## src/rtl/port_request_queue_if.sv

```systemverilog
// Bundle of client-side and cluster-side signals for one port_request_queue.
// Optional statistics outputs exist only when PORT_REQUEST_QUEUE_STATS_EN is defined.
interface port_request_queue_if;
  // client handshake
  logic        in_valid;
  logic        in_ready;
  logic [11:0] in_addr;
  logic [15:0] in_data;
  logic        in_wen;
  // cluster request side
  logic        mem_valid;
  logic [11:0] mem_addr;
  logic [15:0] mem_data_in;
  logic        mem_wen;
  logic [1:0]  mem_req_tag;
  // cluster control / response side
  logic        freeze_inputs;
  logic        resp_valid;
  logic [2:0]  outstanding;
  logic        resp_underflow;
`ifdef PORT_REQUEST_QUEUE_STATS_EN
  logic [15:0] stall_freeze_cnt;
  logic [15:0] stall_credit_cnt;
`endif

  // queue side
  modport slave (
    input  in_valid, in_addr, in_data, in_wen, freeze_inputs, resp_valid,
    output in_ready, mem_valid, mem_addr, mem_data_in, mem_wen, mem_req_tag,
           outstanding, resp_underflow
`ifdef PORT_REQUEST_QUEUE_STATS_EN
    , output stall_freeze_cnt, stall_credit_cnt
`endif
  );

  // client / cluster side
  modport master (
    output in_valid, in_addr, in_data, in_wen, freeze_inputs, resp_valid,
    input  in_ready, mem_valid, mem_addr, mem_data_in, mem_wen, mem_req_tag,
           outstanding, resp_underflow
`ifdef PORT_REQUEST_QUEUE_STATS_EN
    , input stall_freeze_cnt, stall_credit_cnt
`endif
  );
endinterface

```

## src/rtl/port_request_queue.sv

```systemverilog
// Per-port request FIFO in front of the memory bank cluster. Buffers client
// requests, tags them with a rolling 2-bit tag, holds the head stable while the
// cluster freezes its inputs, and bounds issued-but-unanswered requests.
// Optional stall statistics: define PORT_REQUEST_QUEUE_STATS_EN.
module port_request_queue #(
  parameter int DEPTH           = 4,
  parameter int MAX_OUTSTANDING = 4
) (
  input  logic                  clk,
  input  logic                  reset,
  port_request_queue_if.slave   bus
);
  localparam int AW = $clog2(DEPTH);

  // Pointers carry one extra wrap bit so full and empty are distinguishable.
  logic [AW:0] wr_ptr_q, wr_ptr_d;
  logic [AW:0] rd_ptr_q, rd_ptr_d;
  logic [1:0]  tag_q, tag_d;
  logic [2:0]  outstanding_q, outstanding_d;
  logic        underflow_q, underflow_d;

  // Small distributed storage; the head must be visible on mem_* in the same
  // cycle it becomes the head, so reads are asynchronous.
  logic [11:0] addr_mem [DEPTH];
  logic [15:0] data_mem [DEPTH];
  logic        wen_mem  [DEPTH];

  logic        empty;
  logic        full;
  logic        credit_ok;
  logic        mem_valid_int;
  logic        push;
  logic        pop;
  logic        resp_counted;
  logic [AW-1:0] rd_idx;
  logic [AW-1:0] wr_idx;

  assign rd_idx        = rd_ptr_q[AW-1:0];
  assign wr_idx        = wr_ptr_q[AW-1:0];
  assign empty         = (wr_ptr_q == rd_ptr_q);
  assign full          = (wr_ptr_q[AW] != rd_ptr_q[AW]) && (wr_idx == rd_idx);
  assign credit_ok     = (outstanding_q < 3'(MAX_OUTSTANDING));
  assign mem_valid_int = !empty && credit_ok;
  assign push          = bus.in_valid && !full;
  assign pop           = mem_valid_int && !bus.freeze_inputs;
  // A response with nothing outstanding is flagged but never decrements.
  assign resp_counted  = bus.resp_valid && (outstanding_q != 3'd0);

  // in_ready depends on registered pointers only.
  assign bus.in_ready       = !full;
  assign bus.mem_valid      = mem_valid_int;
  assign bus.mem_addr       = mem_valid_int ? addr_mem[rd_idx] : 12'd0;
  assign bus.mem_data_in    = mem_valid_int ? data_mem[rd_idx] : 16'd0;
  assign bus.mem_wen        = mem_valid_int ? wen_mem[rd_idx]  : 1'b0;
  assign bus.mem_req_tag    = mem_valid_int ? tag_q            : 2'd0;
  assign bus.outstanding    = outstanding_q;
  assign bus.resp_underflow = underflow_q;

  // Next-state for pointers, tag, credit count and underflow flag.
  always_comb begin
    wr_ptr_d      = wr_ptr_q;
    rd_ptr_d      = rd_ptr_q;
    tag_d         = tag_q;
    outstanding_d = outstanding_q;
    underflow_d   = underflow_q;
    if (push) begin
      wr_ptr_d = wr_ptr_q + {{AW{1'b0}}, 1'b1};
    end
    if (pop) begin
      rd_ptr_d = rd_ptr_q + {{AW{1'b0}}, 1'b1};
      tag_d    = tag_q + 2'd1;
    end
    if (bus.resp_valid && (outstanding_q == 3'd0)) begin
      underflow_d = 1'b1;
    end
    case ({pop, resp_counted})
      2'b10:   outstanding_d = outstanding_q + 3'd1;
      2'b01:   outstanding_d = outstanding_q - 3'd1;
      default: outstanding_d = outstanding_q;
    endcase
  end

  // Control state registers.
  always_ff @(posedge clk) begin
    if (reset) begin
      wr_ptr_q      <= '0;
      rd_ptr_q      <= '0;
      tag_q         <= 2'd0;
      outstanding_q <= 3'd0;
      underflow_q   <= 1'b0;
    end else begin
      wr_ptr_q      <= wr_ptr_d;
      rd_ptr_q      <= rd_ptr_d;
      tag_q         <= tag_d;
      outstanding_q <= outstanding_d;
      underflow_q   <= underflow_d;
    end
  end

  // Payload storage write; contents need no reset since pointers gate use.
  always_ff @(posedge clk) begin
    if (push) begin
      addr_mem[wr_idx] <= bus.in_addr;
      data_mem[wr_idx] <= bus.in_data;
      wen_mem[wr_idx]  <= bus.in_wen;
    end
  end

`ifdef PORT_REQUEST_QUEUE_STATS_EN
  logic [15:0] stall_freeze_cnt_q, stall_freeze_cnt_d;
  logic [15:0] stall_credit_cnt_q, stall_credit_cnt_d;

  assign bus.stall_freeze_cnt = stall_freeze_cnt_q;
  assign bus.stall_credit_cnt = stall_credit_cnt_q;

  // Saturating stall counters for freeze and credit exhaustion.
  always_comb begin
    stall_freeze_cnt_d = stall_freeze_cnt_q;
    stall_credit_cnt_d = stall_credit_cnt_q;
    if (!empty && bus.freeze_inputs && (stall_freeze_cnt_q != 16'hFFFF)) begin
      stall_freeze_cnt_d = stall_freeze_cnt_q + 16'd1;
    end
    if (!empty && (outstanding_q == 3'(MAX_OUTSTANDING)) && (stall_credit_cnt_q != 16'hFFFF)) begin
      stall_credit_cnt_d = stall_credit_cnt_q + 16'd1;
    end
  end

  // Stall counter registers.
  always_ff @(posedge clk) begin
    if (reset) begin
      stall_freeze_cnt_q <= 16'd0;
      stall_credit_cnt_q <= 16'd0;
    end else begin
      stall_freeze_cnt_q <= stall_freeze_cnt_d;
      stall_credit_cnt_q <= stall_credit_cnt_d;
    end
  end
`endif
endmodule

```

## src/flat_wrapper.sv

```systemverilog
// flat-port wrapper written by rule: the top's interface ports become plain ports
module port_request_queue_flat 
#(
  parameter int DEPTH           = 4,
  parameter int MAX_OUTSTANDING = 4
)
  (clk, reset, bus_in_valid, bus_in_addr, bus_in_data, bus_in_wen, bus_freeze_inputs, bus_resp_valid, bus_in_ready, bus_mem_valid, bus_mem_addr, bus_mem_data_in, bus_mem_wen, bus_mem_req_tag, bus_outstanding, bus_resp_underflow);
  port_request_queue_if bus_i ();
  input  logic clk;
  input  logic reset;
  input wire logic [$bits(bus_i.in_valid)-1:0] bus_in_valid;
  input wire logic [$bits(bus_i.in_addr)-1:0] bus_in_addr;
  input wire logic [$bits(bus_i.in_data)-1:0] bus_in_data;
  input wire logic [$bits(bus_i.in_wen)-1:0] bus_in_wen;
  input wire logic [$bits(bus_i.freeze_inputs)-1:0] bus_freeze_inputs;
  input wire logic [$bits(bus_i.resp_valid)-1:0] bus_resp_valid;
  output wire logic [$bits(bus_i.in_ready)-1:0] bus_in_ready;
  output wire logic [$bits(bus_i.mem_valid)-1:0] bus_mem_valid;
  output wire logic [$bits(bus_i.mem_addr)-1:0] bus_mem_addr;
  output wire logic [$bits(bus_i.mem_data_in)-1:0] bus_mem_data_in;
  output wire logic [$bits(bus_i.mem_wen)-1:0] bus_mem_wen;
  output wire logic [$bits(bus_i.mem_req_tag)-1:0] bus_mem_req_tag;
  output wire logic [$bits(bus_i.outstanding)-1:0] bus_outstanding;
  output wire logic [$bits(bus_i.resp_underflow)-1:0] bus_resp_underflow;
  assign bus_i.in_valid = bus_in_valid;
  assign bus_i.in_addr = bus_in_addr;
  assign bus_i.in_data = bus_in_data;
  assign bus_i.in_wen = bus_in_wen;
  assign bus_i.freeze_inputs = bus_freeze_inputs;
  assign bus_i.resp_valid = bus_resp_valid;
  assign bus_in_ready = bus_i.in_ready;
  assign bus_mem_valid = bus_i.mem_valid;
  assign bus_mem_addr = bus_i.mem_addr;
  assign bus_mem_data_in = bus_i.mem_data_in;
  assign bus_mem_wen = bus_i.mem_wen;
  assign bus_mem_req_tag = bus_i.mem_req_tag;
  assign bus_outstanding = bus_i.outstanding;
  assign bus_resp_underflow = bus_i.resp_underflow;
  port_request_queue #(.DEPTH(DEPTH), .MAX_OUTSTANDING(MAX_OUTSTANDING)) u_core (.clk(clk), .reset(reset), .bus(bus_i));
endmodule
```

## config.mk

```make
export PLATFORM = sky130hd
export DESIGN_NAME = port_request_queue_flat
export DESIGN_NICKNAME = d
export VERILOG_FILES = /design/src/rtl/port_request_queue_if.sv /design/src/rtl/port_request_queue.sv /design/src/flat_wrapper.sv
export SDC_FILE = /design/constraint.sdc
export NUM_CORES = 1
export LEC_CHECK = 0
export CAP_MARGIN = 20
export CORE_MARGIN = 3
export CORE_UTILIZATION = 48
export DETAILED_ROUTE_END_ITERATION = 10
export PLACE_DENSITY = 0.71
export SLEW_MARGIN = 20
export SYNTH_ARGS = -nofsm -noshare
export SYNTH_HDL_FRONTEND = slang
export SYNTH_SLANG_ARGS = --single-unit
```

## constraint.sdc

```tcl
create_clock -name clk -period 2.45 [get_ports clk]
set_input_delay 0.49 -clock clk [delete_from_list [all_inputs] [get_ports clk]]
set_output_delay 0.49 -clock clk [all_outputs]
set_load 0.005 [all_outputs]
```

### Word-level counts from Yosys, hierarchy flattened

Memories as Yosys holds them, arrays and structs flattened. A register that Yosys moved wholly into a read port is not among the register bits.
Index checks and enable logic that the tools add are counted.
W data, S select, Z words.

* register bits after elaboration: 12
* memory bits (writable): 116
* bits of input ports: 34
* output and inout bits: 37
* memories kept: 3

Memories
* u_core.data_mem: depth 4, bits a word 16, read ports 1, clocked after Yosys merged registers in 1, write ports 1, RTL line port_request_queue.sv:25 `logic [15:0] data_mem [DEPTH];`
* u_core.addr_mem: depth 4, bits a word 12, read ports 1, clocked after Yosys merged registers in 1, write ports 1, RTL line port_request_queue.sv:24 `logic [11:0] addr_mem [DEPTH];`
* u_core.wen_mem: depth 4, bits a word 1, read ports 1, clocked after Yosys merged registers in 1, write ports 1, RTL line port_request_queue.sv:26 `logic wen_mem [DEPTH];`

* add/subtract/negate cells: 5
* $lt $le $gt $ge: 1
* eq/ne operators: 5
* multiplexer cells: 13
* reduce and logical (&&, ||, !) cells: 12

Operators with widths (count)
* $mux W16: 1
* $mux W2: 7
* $mux W12: 1
* $add A3 B1 Y3 const B: 3
* $logic_and A1 B1 Y1: 6
* $pmux W3 S2: 1
* $eq A3 B3 Y1: 1
* $logic_not A1 Y1: 3
* $logic_not A3 Y1: 1
* $lt A3 B3 Y1 const B: 1
* $mux W1: 3
* $reduce_bool A3 Y1: 1
* $sub A3 B1 Y3 const B: 1
* $add A2 B1 Y2 const B: 1
* $eq A2 B1 Y1 const B: 1
* $eq A2 B2 Y1: 1
* $eq A2 B2 Y1 const B: 1
* $reduce_bool A2 Y1: 1
* $ne A1 B1 Y1: 1

### Longest topological paths before layout

Gate-level depths: netlist of run 1.

* word-level depth: 6
* gate-level depth with buffers: 9
* mapped depth without buffers: 9

### Worst setup path after synthesis of run 1

OpenSTA, ideal clock, no wires.

* path type: register to register
* start point: reg u_core.wr_ptr_q[1]
* end point: reg u_core.outstanding_q[2] (netlist: u_core.bus.outstanding[2])
* setup time: 0.071 ns
* arrival: 2.113 ns
* data required time: 2.379 ns
* slack: 0.267 ns
* cell stages (with the launch flop): 10
* period minus slack after synthesis: 2.183 ns
* cell sequence: dfxtp_1 xnor2_2 a31oi_4 inv_1 ha_1 inv_1 fa_1 xor2_1 or3_1 a21oi_1

* cells in the longest elaborated chain, start to end: 6

Ends and longest elaborated chain
* from (decl): RTL line port_request_queue.sv:16 `logic [AW:0] wr_ptr_q, wr_ptr_d;`
* from (signal assigned): RTL line port_request_queue.sv:92 `wr_ptr_q <= wr_ptr_d;`
* $eq A3 B3 Y1 *: RTL line port_request_queue.sv:40 `assign empty = (wr_ptr_q == rd_ptr_q);`
* $logic_not A1 Y1 *: RTL line port_request_queue.sv:43 `assign mem_valid_int = !empty && credit_ok;`
* $logic_and A1 B1 Y1 *: RTL line port_request_queue.sv:43
* $logic_and A1 B1 Y1 *: RTL line port_request_queue.sv:45 `assign pop = mem_valid_int && !bus.freeze_inputs;`
* $eq A2 B1 Y1 / $eq A2 B2 Y1 (equally long branches): RTL line port_request_queue.sv:76 `case ({pop, resp_counted})`
* $pmux W3 S2 / $reduce_bool A2 Y1 (equally long branches)
* to (signal assigned): RTL line port_request_queue.sv:95 `outstanding_q <= outstanding_d;`
* to (decl): RTL line port_request_queue.sv:19 `logic [2:0] outstanding_q, outstanding_d;`

Every way passes the cells marked *; elsewhere a longest branch is shown, timed or not.
A chain may end at the register's enable or synchronous reset.

==> metrics.md, run 1 <==
| Metric | Value |
|---|---|
| Setup crit end kind | primary output |
| Leakage | 2.571 nW |
| Area grow syn2layout | 37.31% |
| Number of global-route vias before repair | 3,226 |
| Sw Ratio | 0.2652 |
| Outcome | complete, but fails checks |
| Total congestion overflow | 0 |
| N_diodes | 0 |
| Core Region | 10,460 um2 |
| RSZ-0062 raised after global routing | true |
| Drt pass-1 iters | 4 |
| Syn Std Cell Area | 5235 um2 |
| # IOs | 71 |
| Die H | 110.4 um |
| Reg power frac | 0.371 |
| CP Launch Type | flip-flop |
| Skew final | 0.006740 ns |
| Initial antenna violation count | 1 |
| Full die area | 12,200 um2 |
| Final setup fails | 9 |
| Final worst slack | -0.03792 ns |
| Starting Density | 0.5004 |
| Drt via density | 5.339 |
| Most frequent CP cell | buf_12 |
| Final period util | 1.015 |
| H-tree Lvls | 4 |
| Chip Width | 110.4 um |
| Least-Margin Pin Slew | 0.7534 ns |
| Comb power frac | 0.301 |
| Cells after synthesis | 276 |
| Placed Cells | 491 |
| Crit-path cells | buf_12, buf_12, buf_6, mux4_2, nor2b_4, buf_2 |
| Yosys warns | 0 |
| Clock power frac | 0.328 |
| Detailed Route WL | 10,860 um |
| Clk_lat worst skew | 0.51 ns |
| Max Clk Rate | 401.9 MHz |
| P_int | 5.266 mW |
| Pwr Density | 996.9 nW/um2 |
| RD Place Congestion | 0.7246 |
| Crit Path Max Fanout | 6 |
| Final Max Tran Viols | 0 |
| Most common cell after layout, fill and taps aside | edfxtp_1 |
| Finished Core Util | 0.6870 |
| Worst slew margin | 0.4962 |
| Failing checks | setup timing |
| Gr usage total | 0.1902 |
| Final ANT Viol Nets | 0 |
| Hold buffers post-CTS | 0 |
| Port buffer count | 70 |
| Synthesized area per cell | 18.97 um2 |
| Slowest-stage cell, CP | mux4_2 |
| CTS Buf Count | 17 |
| Most frequent cells in the layout | 116 x edfxtp_1, 38 x clkdlybuf4s50_1, 29 x mux4_2 |
| Final std cells w/o fill | 545 |
| Sink Count | 130 |
| Residual DRC count | 0 |
| DP Wirelength | 6170 um |
| Nets | 438 |
| Hold WC Path Type | flip-flop to flip-flop |
| Period minus WS final | 2.488 ns |
| P_sw | 1.900 mW |
| First-pass GRT wire length | 17,660 um |
| Hold Fails Final Rpt | 0 |
| Synth unique cells | 35 |
| Layout cells sized above 1 | 0.4059 |
| WHS | 0.5040 ns |
| Initial drt markers | 246 |
| CP peak stage delay | 0.50 ns |
| CP required | 1.96 ns |
| Clock root buffer | clkbuf_8 |
| Sequential share of the synthesized area | 0.7189 |
| DR WL/cell | 19.93 um |
| Cell row count | 37 |
| Net Count, Synth | 317 |
| Max-cap violations | 0 |
| Crit Path Class | flip-flop to primary output |
| Setup TNS | -0.1700 ns |
| Total power | 7.166 mW |
| Clock slew at reported path FFs | 0.06 ns |
| Synth Register Bits | 130 |
| Routed vias | 2,910 |
| Clock Tree Buf Depth | 2 |
| Fillers | 697 |
| Peak VDD IR | 0.0006974 V |
| Largest net degree at the start of global routing | 24 |
| CTS tree | built |
| Arr. time, crit path | 2.00 ns |
==> synthesized netlist by cell type <==
cell / count / area, um2
a31oi_2: 1 / 12.51
nand3_1: 1 / 5.000
ha_1: 6 / 75.07
mux4_2: 29 / 653.1
buf_2: 6 / 30.03
nand4_1: 1 / 6.260
nand3b_1: 1 / 7.510
edfxtp_1: 116 / 3483
mux2_1: 4 / 45.04
o21ai_0: 1 / 5.000
nor3_1: 1 / 5.000
mux2_4: 2 / 30.03
xnor2_1: 1 / 8.760
fa_1: 1 / 20.02
a211o_1: 1 / 8.760
a31oi_1: 1 / 6.260
clkbuf_1: 3 / 11.26
nand2b_1: 4 / 25.02
nor2b_1: 33 / 206.5
dfxtp_1: 14 / 280.3
nand4bb_1: 1 / 11.26
xnor2_2: 2 / 32.53
a31oi_4: 1 / 21.27
mux2i_1: 2 / 20.02
nor2_1: 14 / 52.55
inv_2: 1 / 3.750
buf_6: 2 / 22.52
inv_1: 11 / 41.29
or2_1: 1 / 6.260
a311oi_1: 2 / 17.52
or3_1: 1 / 6.260
and2_1: 4 / 25.02
a21oi_1: 3 / 15.01
xor2_1: 3 / 26.28
a31o_2: 1 / 8.760
==> final timing paths <==
path / slack [ns] / endpoint / start / cells after the start
max: -0.04 / bus_mem_addr[5] / flip-flop / 6
min reg2reg: 0.50 / u_core.bus.resp_underflow / u_core.bus.resp_underflow / 2
min: 0.50 / u_core.bus.resp_underflow / u_core.bus.resp_underflow / 2
max reg2reg: 0.20 / u_core.bus.outstanding[2] / u_core.rd_ptr_q[1] / 11
==> final cells by class <==
| cell class | instances | area (um2) | share of cell area |
|---|---|---|---|
| multi-input combinational | 123 | 1490 | 0.2073 |
| clock buffer | 17 | 414.1 | 0.05762 |
| timing repair buffer | 113 | 1144 | 0.1591 |
| sequential | 130 | 3784 | 0.5264 |
| tap | 136 | 170.2 | 0.02367 |
| inverter | 12 | 45.04 | 0.006266 |
| clock inverter | 14 | 141.4 | 0.01967 |
==> state kept, by name (all words and copies together), names as in the netlist, named ones only <==
register	count
u_core.addr_mem	48
u_core.data_mem	64
u_core.wr_ptr_q	3
u_core.rd_ptr_q	3
u_core.tag_q	2
u_core.bus.resp_underflow	1
u_core.wen_mem	4
u_core.bus.outstanding	3
==> metal layers <==
metal | wire, um | part of all wire | vias up | track usage
li1 | - | - | 1313 | -
met1 | 4571 | 0.42 | 1497 | 0.2351
met2 | 5651 | 0.52 | 86 | 0.3172
met3 | 501 | 0.046 | 12 | 0.06192
met4 | 124 | 0.011 | 2 | 0.06486
met5 | 13 | 0.0012 | - | 0
==> critical path: cells and delay by family (launching register included) <==
family,cells,cell delay [ns]
buffers and inverters,4,0.46
DFF,1,0.40
muxes,1,0.50
and+or+nand+nor,1,0.14
==> power by group through the flow <==
stage               combinational (mW)  sequential [mW]  clock [mW]
floorplan                        0.871             2.67           0
CTS                               2.21             2.66        2.39
global placement                  1.71             2.68           0
global route                      2.34             2.68        2.49
finish                            2.16             2.66        2.35
detailed placement                1.75             2.69           0
==> timing repair <==
action	in CTS	in global routing
resized for setup	144	18
pin swaps	2	0
buffers inserted	19	3
gates cloned	4	0
endpoints found under the setup margin	32	32
==> cells by family (layout without fill, tap and decap cells) <==
kind of cell | after synthesis | count (layout) | share of synthesized area
compound gates | 11 | 11 | 0.01816
xor+xnor | 6 | 6 | 0.01291
fa+ha+maj | 7 | 7 | 0.01816
buf+inv | 23 | 156 | 0.02079
flops | 130 | 130 | 0.7189
mux | 37 | 37 | 0.1429
simple gates | 62 | 62 | 0.06812
==> metrics by stage <==
step	instance area [um2]	setup WS [ns]
4_1_cts	7187	-0.07234
3_5_place_dp	6287	-0.02846
2_1_floorplan	5235	0.2666
3_3_place_gp	6287	0.01849
5_1_grt	7188	-0.1087
6_report	7188	-0.03792
Power figures use the tool's default switching activity.
==> run 2: changes to the inputs <==
SKIP_CTS_REPAIR_TIMING = 1   (was not set)
==> metrics.md, run 2 (synthesis results as in run 1) <==
| Metric | Value |
|---|---|
| RSZ-0062 raised after global routing | true |
| Hold_sp | u_core.bus.resp_underflow |
| Reg2reg path depth | 10 |
| Clk_lat worst skew | 0.52 ns |
| RD Place Congestion | 0.7246 |
| CTS Buf Count | 17 |
| Reg2Reg Capture Point | u_core.bus.outstanding[2] |
| Max reg flops | 64 |
| Crit Path Class | flip-flop to primary output |
| Slowest-stage cell, CP | mux4_2 |
| CP required | 1.96 ns |
| Outcome | complete, but fails checks |
| Peak VDD IR | 0.0007129 V |
| Fillers | 681 |
| DR WL/cell | 19.50 um |
| Clock slew at reported path FFs | 0.06 ns |
| Layout cells sized above 1 | 0.3909 |
| Sw Ratio | 0.2632 |
| Nets | 446 |
| Final Instance Area | 7317 um2 |
| Hold WC Path Type | flip-flop to flip-flop |
| Bufs and invs on worst path | 5 |
| Placed Cells | 491 |
| Critical path depth | 7 |
| Final worst slack | -0.1385 ns |
| Total power | 7.253 mW |
| DP Wirelength | 6170 um |
| WHS | 0.5014 ns |
| Detailed Route WL | 10,780 um |
| Initial antenna violation count | 1 |
| Skew final | 0.01107 ns |
| Max-cap violations | 0 |
| Port buffer count | 70 |
| Drt pass-1 iters | 4 |
| N_diodes | 0 |
| Setup crit end kind | primary output |
| Max Clk Rate | 386.3 MHz |
| Comb power frac | 0.309 |
| Reg power frac | 0.368 |
| Gr usage total | 0.1739 |
| Clock Tree Buf Depth | 2 |
| Crit-path cells | buf_6, clkbuf_16, buf_6, buf_6, mux4_2, nor2b_4, clkbuf_2 |
| Hold Path Cell Cnt | 2 |
| Place WS | -0.02846 ns |
| P_sw | 1.909 mW |
| Chip Width | 110.4 um |
| Most frequent cells in the layout | 116 x edfxtp_1, 38 x clkdlybuf4s50_1, 29 x mux4_2 |
| Initial drt markers | 236 |
| Final ANT Viol Nets | 0 |
| Least-Margin Pin Slew | 0.7856 ns |
| Hold Path Sink | u_core.bus.resp_underflow |
| Finished Core Util | 0.6994 |
| Hold Fails Final Rpt | 0 |
| Arr. time, crit path | 2.10 ns |
| CP peak stage delay | 0.48 ns |
| Largest net degree at the start of global routing | 24 |
| Final setup fails | 11 |
| Residual DRC count | 0 |
| Most common cell after layout, fill and taps aside | edfxtp_1 |
| Starting Density | 0.5004 |
| Die H | 110.4 um |
| Registers with the most flip-flops | u_core.data_mem: 64 flops, u_core.addr_mem: 48 flops, u_core.wen_mem: 4 flops |
| Area after DPL | 6287 um2 |
| Failing checks | setup timing |
| Crit Path Max Fanout | 5 |
| H-tree Lvls | 4 |
| Number of global-route vias before repair | 3,106 |
| CP Launch Type | flip-flop |
| Pwr Density | 991.3 nW/um2 |
| Sink Count | 130 |
| R2R setup slack | 0.25 ns |
| Full die area | 12,200 um2 |
| Most frequent CP cell | buf_6 |
| Period minus WS final | 2.589 ns |
| Setup TNS | -0.7056 ns |
| Clock root buffer | clkbuf_8 |
| P_int | 5.344 mW |
| CTS tree | built |
| Area grow syn2layout | 39.77% |
| Crit-path leading delay family | buffers and inverters |
| Reg area | 3784 um2 |
| Clock power frac | 0.323 |
| Biggest register | u_core.data_mem |
| Cell row count | 37 |
| Worst R2R Start | u_core.wr_ptr_q[0] |
| Core Region | 10,460 um2 |
| Final Max Tran Viols | 0 |
| Drt via density | 5.362 |
| Worst slew margin | 0.4746 |
| Leakage | 2.809 nW |
| Final period util | 1.057 |
| Routed vias | 2,965 |
| Multi-input gate area | 1495 um2 |
| First-pass GRT wire length | 16,250 um |
| # IOs | 71 |
| Final std cells w/o fill | 553 |
| Total congestion overflow | 0 |
-- run 2: how the worst max path moves through the flow --
stage                                  start                   endpoint  slack [ns]
after floorplan           u_core.wr_ptr_q[1]  u_core.bus.outstanding[2]        0.27
after global placement     bus_freeze_inputs  u_core.bus.outstanding[2]        0.02
after detailed placement   bus_freeze_inputs  u_core.bus.outstanding[2]       -0.03
after CTS                 u_core.wr_ptr_q[1]         bus_mem_data_in[0]       -0.45
after global routing               flip-flop         bus_mem_data_in[8]       -0.22
final                              flip-flop         bus_mem_data_in[8]       -0.14
-- run 2: cell type report --
class | count | area share
sequential | 130 | 0.5171
timing repair buffer | 121 | 0.1732
inverter | 12 | 0.006156
clock buffer | 17 | 0.05660
clock inverter | 14 | 0.01932
tap | 136 | 0.02326
multi-input combinational | 123 | 0.2043
-- run 2: metal layers --
metal / GRT usage / wire length, um / up-vias
met2: 0.2961 / 5505 / 108
li1: - / - / 1331
met5: 0 / 18 / -
met4: 0.06076 / 214 / 2
met1: 0.2085 / 4363 / 1501
met3: 0.05644 / 680 / 23
-- run 2: worst reg2reg max path, delay by kind of cell, from the launching register on --
kind / cells / cell delay (ns)
compound gates: 2 / 0.23
xor+xnor: 2 / 0.37
fa+ha+maj: 2 / 0.54
buf+inv: 3 / 0.32
flops: 1 / 0.36
simple gates: 1 / 0.31
-- run 2: power by group through the flow --
stage	registers, mW	logic (mW)	clock network (mW)
5_1_grt	2.69	2.41	2.48
2_1_floorplan	2.67	0.871	0
3_3_place_gp	2.68	1.71	0
6_report	2.67	2.24	2.35
4_1_cts	2.65	1.76	2.39
3_5_place_dp	2.69	1.75	0
